--- src/rtl/sccb_config_sequencer_pkg.sv ---
// Shared types and constants for the OV7670 SCCB configuration sequencer.
package sccb_cfg_pkg;

    typedef enum logic [2:0] {
        PWR_DN    = 3'd0,
        RST_HOLD  = 3'd1,
        RST_WAIT  = 3'd2,
        FETCH     = 3'd3,
        ISSUE     = 3'd4,
        GAP       = 3'd5,
        SOFT_WAIT = 3'd6,
        DONE      = 3'd7
    } seq_state_t;

    localparam logic [15:0] END_MARKER   = 16'hFFFF;
    localparam logic [7:0]  COM7_ADDR    = 8'h12;
    localparam int unsigned SOFT_RST_BIT = 7;

    function automatic int unsigned umax(input int unsigned a, input int unsigned b);
        return (a > b) ? a : b;
    endfunction

endpackage

--- src/rtl/sccb_config_sequencer_rom.sv ---
// OV7670 register table as a synchronous ROM: {addr, data} per entry, one-cycle read latency.
// ROM_SEL=1 selects a short bring-up table (soft reset, clock divider, output format).
module ov7670_reg_rom
    import sccb_cfg_pkg::*;
#(
    parameter int unsigned AW      = 6,
    parameter bit          ROM_SEL = 1'b0
)(
    input  logic          i_clk,
    input  logic [AW-1:0] i_addr,
    output logic [15:0]   o_data
);

    logic [15:0] r_data;
    logic [15:0] w_entry;
    logic [7:0]  w_idx;

    assign w_idx = 8'(i_addr);

    always_comb begin
        w_entry = END_MARKER;
        if (ROM_SEL) begin
            case (w_idx)
                8'd0:    w_entry = 16'h1280;
                8'd1:    w_entry = 16'h1101;
                8'd2:    w_entry = 16'h40D0;
                default: w_entry = END_MARKER;
            endcase
        end else begin
            // QVGA, RGB output; RGB332 is taken from the top bits of RGB565 downstream
            case (w_idx)
                8'd0:    w_entry = 16'h1280;
                8'd1:    w_entry = 16'h1280;
                8'd2:    w_entry = 16'h1214;
                8'd3:    w_entry = 16'h1100;
                8'd4:    w_entry = 16'h0C04;
                8'd5:    w_entry = 16'h3E19;
                8'd6:    w_entry = 16'h0400;
                8'd7:    w_entry = 16'h40D0;
                8'd8:    w_entry = 16'h3A04;
                8'd9:    w_entry = 16'h1418;
                8'd10:   w_entry = 16'h703A;
                8'd11:   w_entry = 16'h7135;
                8'd12:   w_entry = 16'h7211;
                8'd13:   w_entry = 16'h73F1;
                8'd14:   w_entry = 16'hA202;
                8'd15:   w_entry = 16'h4FB3;
                8'd16:   w_entry = 16'h50B3;
                8'd17:   w_entry = 16'h5100;
                8'd18:   w_entry = 16'h523D;
                8'd19:   w_entry = 16'h53A7;
                8'd20:   w_entry = 16'h54E4;
                8'd21:   w_entry = 16'h589E;
                8'd22:   w_entry = 16'h3DC0;
                8'd23:   w_entry = 16'h1716;
                8'd24:   w_entry = 16'h1804;
                8'd25:   w_entry = 16'h3224;
                8'd26:   w_entry = 16'h1902;
                8'd27:   w_entry = 16'h1A7A;
                8'd28:   w_entry = 16'h030A;
                8'd29:   w_entry = 16'h0F41;
                8'd30:   w_entry = 16'h1E00;
                8'd31:   w_entry = 16'h330B;
                8'd32:   w_entry = 16'h3C78;
                8'd33:   w_entry = 16'h6900;
                8'd34:   w_entry = 16'h7400;
                8'd35:   w_entry = 16'hB084;
                8'd36:   w_entry = 16'hB10C;
                8'd37:   w_entry = 16'hB20E;
                8'd38:   w_entry = 16'hB380;
                default: w_entry = END_MARKER;
            endcase
        end
    end

    always_ff @(posedge i_clk) begin
        r_data <= w_entry;
    end

    assign o_data = r_data;

endmodule

--- src/rtl/sccb_config_sequencer.sv ---
// OV7670 power-up and register-table sequencer driving an SCCB write master.
// Optional wr_done watchdog in ISSUE: define SCCB_SEQ_TIMEOUT_EN (timeout handled as a NACK).
//
// state     | meaning
// PWR_DN    | camera powered down, held in reset
// RST_HOLD  | powered up, still held in reset
// RST_WAIT  | reset released, settling
// FETCH     | table entry read back, decide issue or finish
// ISSUE     | wr_req high until wr_done
// GAP       | idle spacing between writes
// SOFT_WAIT | settle after a COM7 soft-reset write
// DONE      | table complete
module sccb_config_sequencer
    import sccb_cfg_pkg::*;
#(
    parameter int unsigned NUM_REGS          = 64,
    parameter int unsigned PWR_WAIT_CYC      = 25000,
    parameter int unsigned SOFT_RST_WAIT_CYC = 25000,
    parameter int unsigned GAP_CYC           = 16,
    parameter int unsigned MAX_RETRY         = 3,
    parameter int unsigned TIMEOUT_CYC       = 4096,
    parameter bit          ROM_SEL           = 1'b0,
    localparam int unsigned IW = (NUM_REGS > 1) ? $clog2(NUM_REGS) : 1
)(
    input  logic          i_clk,
    input  logic          i_rst,
    input  logic          i_resend,
    output logic          o_cam_pwdn,
    output logic          o_cam_reset,
    output logic          o_wr_req,
    output logic [7:0]    o_wr_addr,
    output logic [7:0]    o_wr_data,
    input  logic          i_wr_done,
    input  logic          i_wr_nack,
    output logic          o_config_finished,
    output logic          o_config_error,
    output logic          o_busy,
    output logic [IW-1:0] o_cur_index
);

    localparam int unsigned CNT_MAX = umax(umax(PWR_WAIT_CYC, SOFT_RST_WAIT_CYC),
                                           umax(GAP_CYC, TIMEOUT_CYC));
    localparam int unsigned CW = $clog2(CNT_MAX + 1);
    localparam int unsigned RW = (MAX_RETRY > 0) ? $clog2(MAX_RETRY + 1) : 1;

    seq_state_t  r_state, w_state_nxt;
    logic [CW-1:0] r_cnt, w_cnt_nxt;
    logic [IW:0]   r_index, w_index_nxt;
    logic [RW-1:0] r_retry, w_retry_nxt;
    logic          r_soft, w_soft_nxt;
    logic          r_pend, w_pend_nxt;
    logic          r_error, w_error_nxt;
    logic [7:0]    r_wr_addr, w_addr_nxt;
    logic [7:0]    r_wr_data, w_data_nxt;
    logic          r_cam_pwdn, r_cam_reset, r_wr_req, r_finished, r_busy;
    logic [15:0]   w_rom_data;
    logic          w_cnt_zero;
    logic          w_timeout;

    function automatic logic [CW-1:0] cnt_load(input seq_state_t s);
        case (s)
            PWR_DN, RST_HOLD, RST_WAIT: cnt_load = CW'(PWR_WAIT_CYC - 1);
            GAP:                        cnt_load = CW'(GAP_CYC - 1);
            SOFT_WAIT:                  cnt_load = CW'(SOFT_RST_WAIT_CYC - 1);
`ifdef SCCB_SEQ_TIMEOUT_EN
            ISSUE:                      cnt_load = CW'(TIMEOUT_CYC - 1);
`endif
            default:                    cnt_load = '0;
        endcase
    endfunction

    // ROM is addressed by the next index so the entry is valid in the first FETCH cycle
    ov7670_reg_rom #(
        .AW      (IW),
        .ROM_SEL (ROM_SEL)
    ) u_rom (
        .i_clk  (i_clk),
        .i_addr (w_index_nxt[IW-1:0]),
        .o_data (w_rom_data)
    );

    assign w_cnt_zero = (r_cnt == '0);

`ifdef SCCB_SEQ_TIMEOUT_EN
    assign w_timeout = (r_state == ISSUE) && w_cnt_zero && !i_wr_done;
`else
    assign w_timeout = 1'b0;
`endif

    always_ff @(posedge i_clk or posedge i_rst) begin
        if (i_rst) begin
            r_state <= PWR_DN;
        end else begin
            r_state <= w_state_nxt;
        end
    end

    always_comb begin
        w_state_nxt = r_state;
        w_index_nxt = r_index;
        w_retry_nxt = r_retry;
        w_soft_nxt  = r_soft;
        w_pend_nxt  = r_pend;
        w_error_nxt = r_error;
        w_addr_nxt  = r_wr_addr;
        w_data_nxt  = r_wr_data;

        if (i_resend && (r_state inside {FETCH, ISSUE, GAP, SOFT_WAIT})) begin
            w_pend_nxt = 1'b1;
        end

        case (r_state)
            PWR_DN: begin
                if (w_cnt_zero) w_state_nxt = RST_HOLD;
            end
            RST_HOLD: begin
                if (w_cnt_zero) w_state_nxt = RST_WAIT;
            end
            RST_WAIT: begin
                if (w_cnt_zero) begin
                    w_state_nxt = FETCH;
                    w_index_nxt = '0;
                end
            end
            FETCH: begin
                // A pending resend restarts here; one extra FETCH cycle re-reads entry 0
                if (r_pend) begin
                    w_index_nxt = '0;
                    w_retry_nxt = '0;
                    w_error_nxt = 1'b0;
                    w_pend_nxt  = 1'b0;
                end else if ((r_index == (IW+1)'(NUM_REGS)) || (w_rom_data == END_MARKER)) begin
                    w_state_nxt = DONE;
                end else begin
                    w_addr_nxt  = w_rom_data[15:8];
                    w_data_nxt  = w_rom_data[7:0];
                    w_state_nxt = ISSUE;
                end
            end
            ISSUE: begin
                if (i_wr_done && !i_wr_nack) begin
                    w_retry_nxt = '0;
                    w_index_nxt = r_index + 1'b1;
                    w_soft_nxt  = (r_wr_addr == COM7_ADDR) && r_wr_data[SOFT_RST_BIT];
                    w_state_nxt = GAP;
                end else if (i_wr_done || w_timeout) begin
                    w_soft_nxt = 1'b0;
                    if (r_retry < RW'(MAX_RETRY)) begin
                        w_retry_nxt = r_retry + 1'b1;
                    end else begin
                        w_retry_nxt = '0;
                        w_error_nxt = 1'b1;
                        w_index_nxt = r_index + 1'b1;
                    end
                    w_state_nxt = GAP;
                end
            end
            GAP: begin
                if (w_cnt_zero) begin
                    w_state_nxt = r_soft ? SOFT_WAIT : FETCH;
                    w_soft_nxt  = 1'b0;
                end
            end
            SOFT_WAIT: begin
                if (w_cnt_zero) w_state_nxt = FETCH;
            end
            DONE: begin
                if (i_resend) begin
                    w_index_nxt = '0;
                    w_retry_nxt = '0;
                    w_error_nxt = 1'b0;
                    w_pend_nxt  = 1'b0;
                    w_state_nxt = FETCH;
                end
            end
            default: begin
                w_state_nxt = PWR_DN;
            end
        endcase

        if (w_state_nxt != r_state) begin
            w_cnt_nxt = cnt_load(w_state_nxt);
        end else if (!w_cnt_zero) begin
            w_cnt_nxt = r_cnt - 1'b1;
        end else begin
            w_cnt_nxt = r_cnt;
        end
    end

    always_ff @(posedge i_clk or posedge i_rst) begin
        if (i_rst) begin
            r_cnt       <= cnt_load(PWR_DN);
            r_index     <= '0;
            r_retry     <= '0;
            r_soft      <= 1'b0;
            r_pend      <= 1'b0;
            r_error     <= 1'b0;
            r_wr_addr   <= '0;
            r_wr_data   <= '0;
            r_cam_pwdn  <= 1'b1;
            r_cam_reset <= 1'b0;
            r_wr_req    <= 1'b0;
            r_finished  <= 1'b0;
            r_busy      <= 1'b1;
        end else begin
            r_cnt       <= w_cnt_nxt;
            r_index     <= w_index_nxt;
            r_retry     <= w_retry_nxt;
            r_soft      <= w_soft_nxt;
            r_pend      <= w_pend_nxt;
            r_error     <= w_error_nxt;
            r_wr_addr   <= w_addr_nxt;
            r_wr_data   <= w_data_nxt;
            r_cam_pwdn  <= (w_state_nxt == PWR_DN);
            r_cam_reset <= !(w_state_nxt inside {PWR_DN, RST_HOLD});
            r_wr_req    <= (w_state_nxt == ISSUE);
            r_finished  <= (w_state_nxt == DONE);
            r_busy      <= (w_state_nxt != DONE);
        end
    end

    assign o_cam_pwdn        = r_cam_pwdn;
    assign o_cam_reset       = r_cam_reset;
    assign o_wr_req          = r_wr_req;
    assign o_wr_addr         = r_wr_addr;
    assign o_wr_data         = r_wr_data;
    assign o_config_finished = r_finished;
    assign o_config_error    = r_error;
    assign o_busy            = r_busy;
    assign o_cur_index       = r_index[IW-1:0];

endmodule

--- config.mk ---
export PLATFORM = sky130hd
export DESIGN_NAME = sccb_config_sequencer
export DESIGN_NICKNAME = d
export VERILOG_FILES = /design/src/rtl/sccb_config_sequencer_pkg.sv /design/src/rtl/sccb_config_sequencer_rom.sv /design/src/rtl/sccb_config_sequencer.sv
export SDC_FILE = /design/constraint.sdc
export NUM_CORES = 1
export LEC_CHECK = 0
export BUFFER_PORTS_ARGS = -buffer_cell sky130_fd_sc_hd__buf_4
export CAP_MARGIN = 40
export CORE_MARGIN = 2
export CORE_UTILIZATION = 55
export CTS_CLUSTER_DIAMETER = 40
export DETAILED_ROUTE_END_ITERATION = 8
export MAX_ROUTING_LAYER = met4
export PLACE_DENSITY = 0.74
export SLEW_MARGIN = 20
export SYNTH_ARGS = -nofsm -noshare
export SYNTH_HDL_FRONTEND = slang
export SYNTH_SLANG_ARGS = --single-unit
--- constraint.sdc ---
create_clock -name i_clk -period 2.95 [get_ports i_clk]
set_clock_uncertainty 0.1 [all_clocks]
set_input_delay 0.295 -clock i_clk [delete_from_list [all_inputs] [get_ports i_clk]]
set_output_delay 0.295 -clock i_clk [all_outputs]
set_load 0.05 [all_outputs]
After elaboration in Yosys (flattened, before gate mapping)
Memory sizes are Yosys's and may differ from the RTL's. A register that Yosys moved wholly into a read port is not among the register bits.
Cells that the tools add are included.
{"block": "totals", "reg_bits": 51, "rom_bits": 1024, "in_bits": 5, "output_inout_bits": 28, "word_cells": 112, "memories": 1}
{"memory": "(name not given)", "depth": 64, "word_bits": 16, "rd": 1, "rd_ports_with_merged_regs": 1, "wr": 0, "line": "sccb_config_sequencer_rom.sv:31", "source": "case (w_idx)"}
{"block": "classes", "add_sub_neg": 3, "n_lt_le_gt_ge": 1, "n_eq_ne": 28, "mux": 41, "n_bitwise": 2, "reduce_logical": 21}
{"op": "2-to-1 mux 7 bit", "count": 6}
{"op": "2-to-1 mux 15 bit", "count": 2}
{"op": "one-hot mux 15 bit (2 select lines)", "count": 1}
{"op": "one-hot mux 7 bit (4 select lines)", "count": 1}
{"op": "2-to-1 mux 3 bit", "count": 9}
{"op": "equality test 3 bit (second input constant)", "count": 8}
{"op": "one-hot mux 3 bit (7 select lines)", "count": 1}
{"op": "equality test 16 bit (second input constant)", "count": 1}
{"op": "logical NOT 15 bit", "count": 1}
{"op": "subtractor 15 x 1 -> 15 bit (second input constant)", "count": 1}
{"op": "!= test 2 bit (second input constant)", "count": 7}
{"op": "2-to-1 mux 2 bit", "count": 6}
{"op": "AND reduction 6 bit", "count": 2}
{"op": "2-to-1 mux 1 bit", "count": 11}
{"op": "equality test 3 x 2 -> 1 bit (second input constant)", "count": 3}
{"op": "equality test 8 x 5 -> 1 bit (second input constant)", "count": 1}
{"op": "nonzero test 4 bit", "count": 2}
{"op": "adder 7 x 1 -> 7 bit (second input constant)", "count": 1}
{"op": "equality test 7 bit (second input constant)", "count": 1}
{"op": "equality test 3 x 1 -> 1 bit (second input constant)", "count": 2}
{"op": "logical NOT 3 bit", "count": 2}
{"op": "!= test 3 bit (second input constant)", "count": 2}
{"op": "one-hot mux 2 bit (3 select lines)", "count": 1}
{"op": "AND reduction 3 bit", "count": 2}
{"op": "other kinds (16)", "count": 22}

Logic depth before layout (Yosys ltp)
{"block": "logic_depth", "word_depth": 9, "mapped_depth": 14}

By module
A second synthesis with hierarchy kept.
{"block": "unflattened", "hier_cells": 447, "hier_area_um2": 4230.3}
{"module": "sccb_config_sequencer", "n_inst": 1, "cells_each": 263, "area_per_inst_um2": 2821.5}
{"module": "ov7670_reg_rom", "n_inst": 1, "cells_each": 184, "area_per_inst_um2": 1408.9}

Worst setup path after synthesis
OpenSTA, ideal clock, no wires.
{"block": "synth_path", "path_kind": "register -> register", "startpoint": "register r_cnt[9]", "endpoint": "register u_rom.r_data[3], in the netlist u_rom.o_data[3]", "setup_ps": 126, "arrival_ps": 2789, "path_slack_ps": -65, "path_stages_with_launch": 10, "n_path_buf": 1, "period_less_slack_ps": 3015, "path_cell_list": "dfrtp_1 -> or4_4 -> nor4_2 -> a21oi_2 -> a211o_1 -> ha_1 -> clkbuf_1 -> mux2_1 -> a221oi_1 -> nor3b_1"}
{"block": "synth_between", "elab_chain_len": 3}
{"item": "from (decl)", "line": "sccb_config_sequencer.sv:47", "source": "logic [CW-1:0] r_cnt, w_cnt_nxt;"}
{"item": "from (signal assigned)", "line": "sccb_config_sequencer.sv:192", "source": "r_cnt <= cnt_load(PWR_DN);"}
{"item": "from (signal assigned)", "line": "sccb_config_sequencer.sv:206", "source": "r_cnt <= w_cnt_nxt;"}
{"item": "logical NOT 15 bit", "line": "sccb_config_sequencer.sv:82", "source": "assign w_cnt_zero = (r_cnt == '0);"}
{"item": "2-to-1 mux 7 bit", "line": "sccb_config_sequencer.sv:120", "source": "if (w_cnt_zero) begin"}
{"item": "one-hot mux 7 bit (4 select lines)", "line": "sccb_config_sequencer.sv:112", "source": "case (r_state)"}
{"item": "to (decl)", "line": "sccb_config_sequencer_rom.sv:14", "source": "logic [15:0] r_data;"}
No other way between the ends. The select of a mux whose other input is x is not followed.
A chain may end at the register's enable or synchronous reset.

Worst setup path after layout
{"block": "layout_path", "startpoint": "register r_cnt[9]", "endpoint": "register u_rom.r_data[5], in the netlist u_rom.o_data[5]"}
The elaborated chain is that of the path after synthesis.

==> results.toml <==
[clocking]
clk_pin_slew_ns = 0.09
h-tree-depth = 3
cts_buffers = 9
clkSinkCount = 67
cts_buffer_depth = 2
insertion_delay_ns = 0.35
clockRootBuffer = "clkbuf_8"
cts_tree = "built"

[synthesis]
ys_types = 76
ys.flop_type = "dfrtp_1"
avgSynthCellArea_um2 = 8.705
synth_enable_flop_cells = 0
synth.ff_latch_count = 67
yosysWarnings = 0
synth_top_area_share_pct = 24.92
ys_top_cells_by_count = "45 x nand2_1, 45 x nor2_1, 41 x dfrtp_1"
syn_inst = 473
async_flop_share_pct = 76.12
synthTopCellsByArea = "dfrtp_1 25%, dfxtp_1 7.8%, dfstp_2 6.4%"
ys_seq_area_share_pct = 39.08
yosys.area.top_type = "dfrtp_1"
synthesis.area_mm2 = 0.004118
syn-num-nets = 488

[die]
coreArea_mm2 = 0.007253
rows = 31
dieArea_mm2 = 0.008195
die_w_um = 90.53
num_io_pins = 33
start_util_pct = 56.77
chipHeight_um = 90.53

[timing]
rsz0062_at_grt = "yes"
finalHoldViolCount = 0
fin_tns_setup_ns = 0
slew_headroom_pct = 67.35
setup_viol = 0
worst_pin_slew_ns = 0.4846
maxSlewViolCount = 0
worst_slack_ns = 0.05283
period_minus_slack_ns = 2.897
period_share_pct = 98.21
fmax_mhz = 345.2
timing.hold.ws_ns = 0.1222

[finish]
n_fill_cell = 557
fin_area_mm2 = 0.005351
final_nets = 584
syn_to_final_growth_pct = 29.96
utilization_pct = 73.78
antenna_cells = 0
drive_gt1_share_pct = 35.02

[setup_path]
cpPeakStageDelay_ns = 0.58
cp.arrival_ns = 3.06
startpoint_type = "register"
cp_slowest_cell = "or4_4"
worstPathRequired_ns = 3.11
worst-path-max-fanout = 3
path_buf_inv = 1
timing.critical_path.mode_cell = "or4_4"
setup.worst_path.end_class = "register"
path_class = "register to register"
cp_cell_sequence = "or4_4 -> or4_4 -> o311ai_4 -> a31oi_1 -> nand4_1 -> a21oi_2 -> buf_4 -> a21boi_2 -> a311oi_2"
path_delay_family = "simple AND/OR/NAND/NOR gates"

[route]
dr.first_iter.drc_count = 269
drc_errors = 0
drtPass1Iterations = 4
wl_um = 12430
ant_nets = 0
vias = 4091
via_per_inst = 6.079
wl_per_cell_um = 18.47

[min_path]
hp-class = "input port to register"

[pwr]
leakage_uw = 0.002421
irDropWorstVdd_uv = 483.2
powerDensity_mw_per_mm2 = 1073

[run]
maxCapViolations = 0

[placement]
port_buffers = 32
placed_cell_area_mm2 = 0.004972
hpwl_um = 9209
pre_cts_ws_ns = -0.2006
gp_congestion = 0.9579

[global_routing]
grt_max_degree = 40
antenna_found_initial = 0
grt_usage_pct = 31.56
grt_overflow = 0
grt_pass1_wl_um = 19930
grt_pass1_vias = 3954

[run_status]
status = "completed"
## logic make-up (layout without fill, tap and decap cells)
group | Yosys count | after routing | synth area share (%)
simple gates | 174 | 174 | 21.91
compound gates | 131 | 131 | 21.82
flops | 67 | 67 | 39.08
buf+inv | 59 | 160 | 6.229
mux | 20 | 20 | 5.378
xor+xnor | 12 | 12 | 2.552
fa+ha+maj | 10 | 10 | 3.039
## flip-flops by register name, indices dropped and copies added (netlist names)
register	cells
u_rom.o_data	16
r_cnt	15
o_wr_addr	8
o_wr_data	8
r_index	7
r_state	3
r_retry	2
o_busy	1
o_cam_pwdn	1
o_cam_reset	1
o_config_error	1
o_config_finished	1
o_wr_req	1
r_pend	1
r_soft	1
## layer usage
layer	global-route usage [%]	wire length [µm]
met4	15.38	471
met1	38.60	4911
met5	-	0
met2	51.49	6206
met3	4.424	837
## worst reg2reg max path: cells and delay by family, from the launching register on
family	cells	cell delay [ns]
AND/OR/NAND/NOR	3	1.23
AO/OA/AOI/OAI	5	0.94
flip-flops	1	0.39
buffers and inverters	1	0.15
## placed cells by master (no fill, tap or decap), types with 7 or more instances in the layout
cell,instances
xnor2_1,10
o21a_1,7
nor3_1,12
o21ai_0,25
a21oi_1,25
nor2_1,44
a31oi_1,9
clkbuf_8,9
dfrtp_1,39
nand2b_1,7
dfxtp_1,16
dfstp_2,10
nand3_1,10
buf_4,118
mux2_2,16
ha_1,8
inv_1,17
nand2_1,45
## power by group
part | leakage [µW] | total [µW] | internal [µW] | switching, µW
clock | 0.000102 | 814 | 405 | 409
sequential | 0.000773 | 1540 | 1250 | 280
combinational | 0.00155 | 3390 | 1430 | 1960
## per-stage QoR
stage,power (µW),std cells
floorplan,3514,473
global placement,4667,651
detailed placement,4707,651
CTS,5553,668
global route,6058,673
finish,5742,673
## final timing paths
kind / from / endpoint / slack (ns) / cells past startpoint
setup / recovery: r_cnt[9]$_DFFE_PP0P_ / u_rom.o_data[5]$_DFF_P_ / 0.05 / 9
hold / removal: i_resend / r_pend$_DFF_PP0_ / 0.12 / 3
hold reg to reg: u_rom.o_data[11]$_DFF_P_ / o_wr_addr[3]$_DFFE_PP0P_ / 0.39 / 1
min in group asynchronous: i_rst / o_wr_addr[2]$_DFFE_PP0P_ / 0.29 / 3
max in group asynchronous: i_rst / o_cam_pwdn$_DFF_PP1_ / 1.96 / 4
setup reg to reg: r_cnt[9]$_DFFE_PP0P_ / u_rom.o_data[5]$_DFF_P_ / 0.05 / 9
## cell type report
class	count	area, µm²	share of cell area, %
clock buffer	9	123.9	2.315
clock inverter	7	83.83	1.567
inverter	22	87.58	1.637
multi-input combinational	347	2365	44.19
sequential	67	1612	30.11
tap	99	123.9	2.315
timing repair buffer	122	955.9	17.86
## what timing repair did
item                       4_1_cts  5_1_grt
hold buffers                     0        1
setup endpoints to repair       14       21
gates resized for setup          3       23
pin swaps                        2        4
setup buffers                    1        3
cloned                           0        0
hold endpoints to repair         0       13
Power figures use the tool's default switching activity.
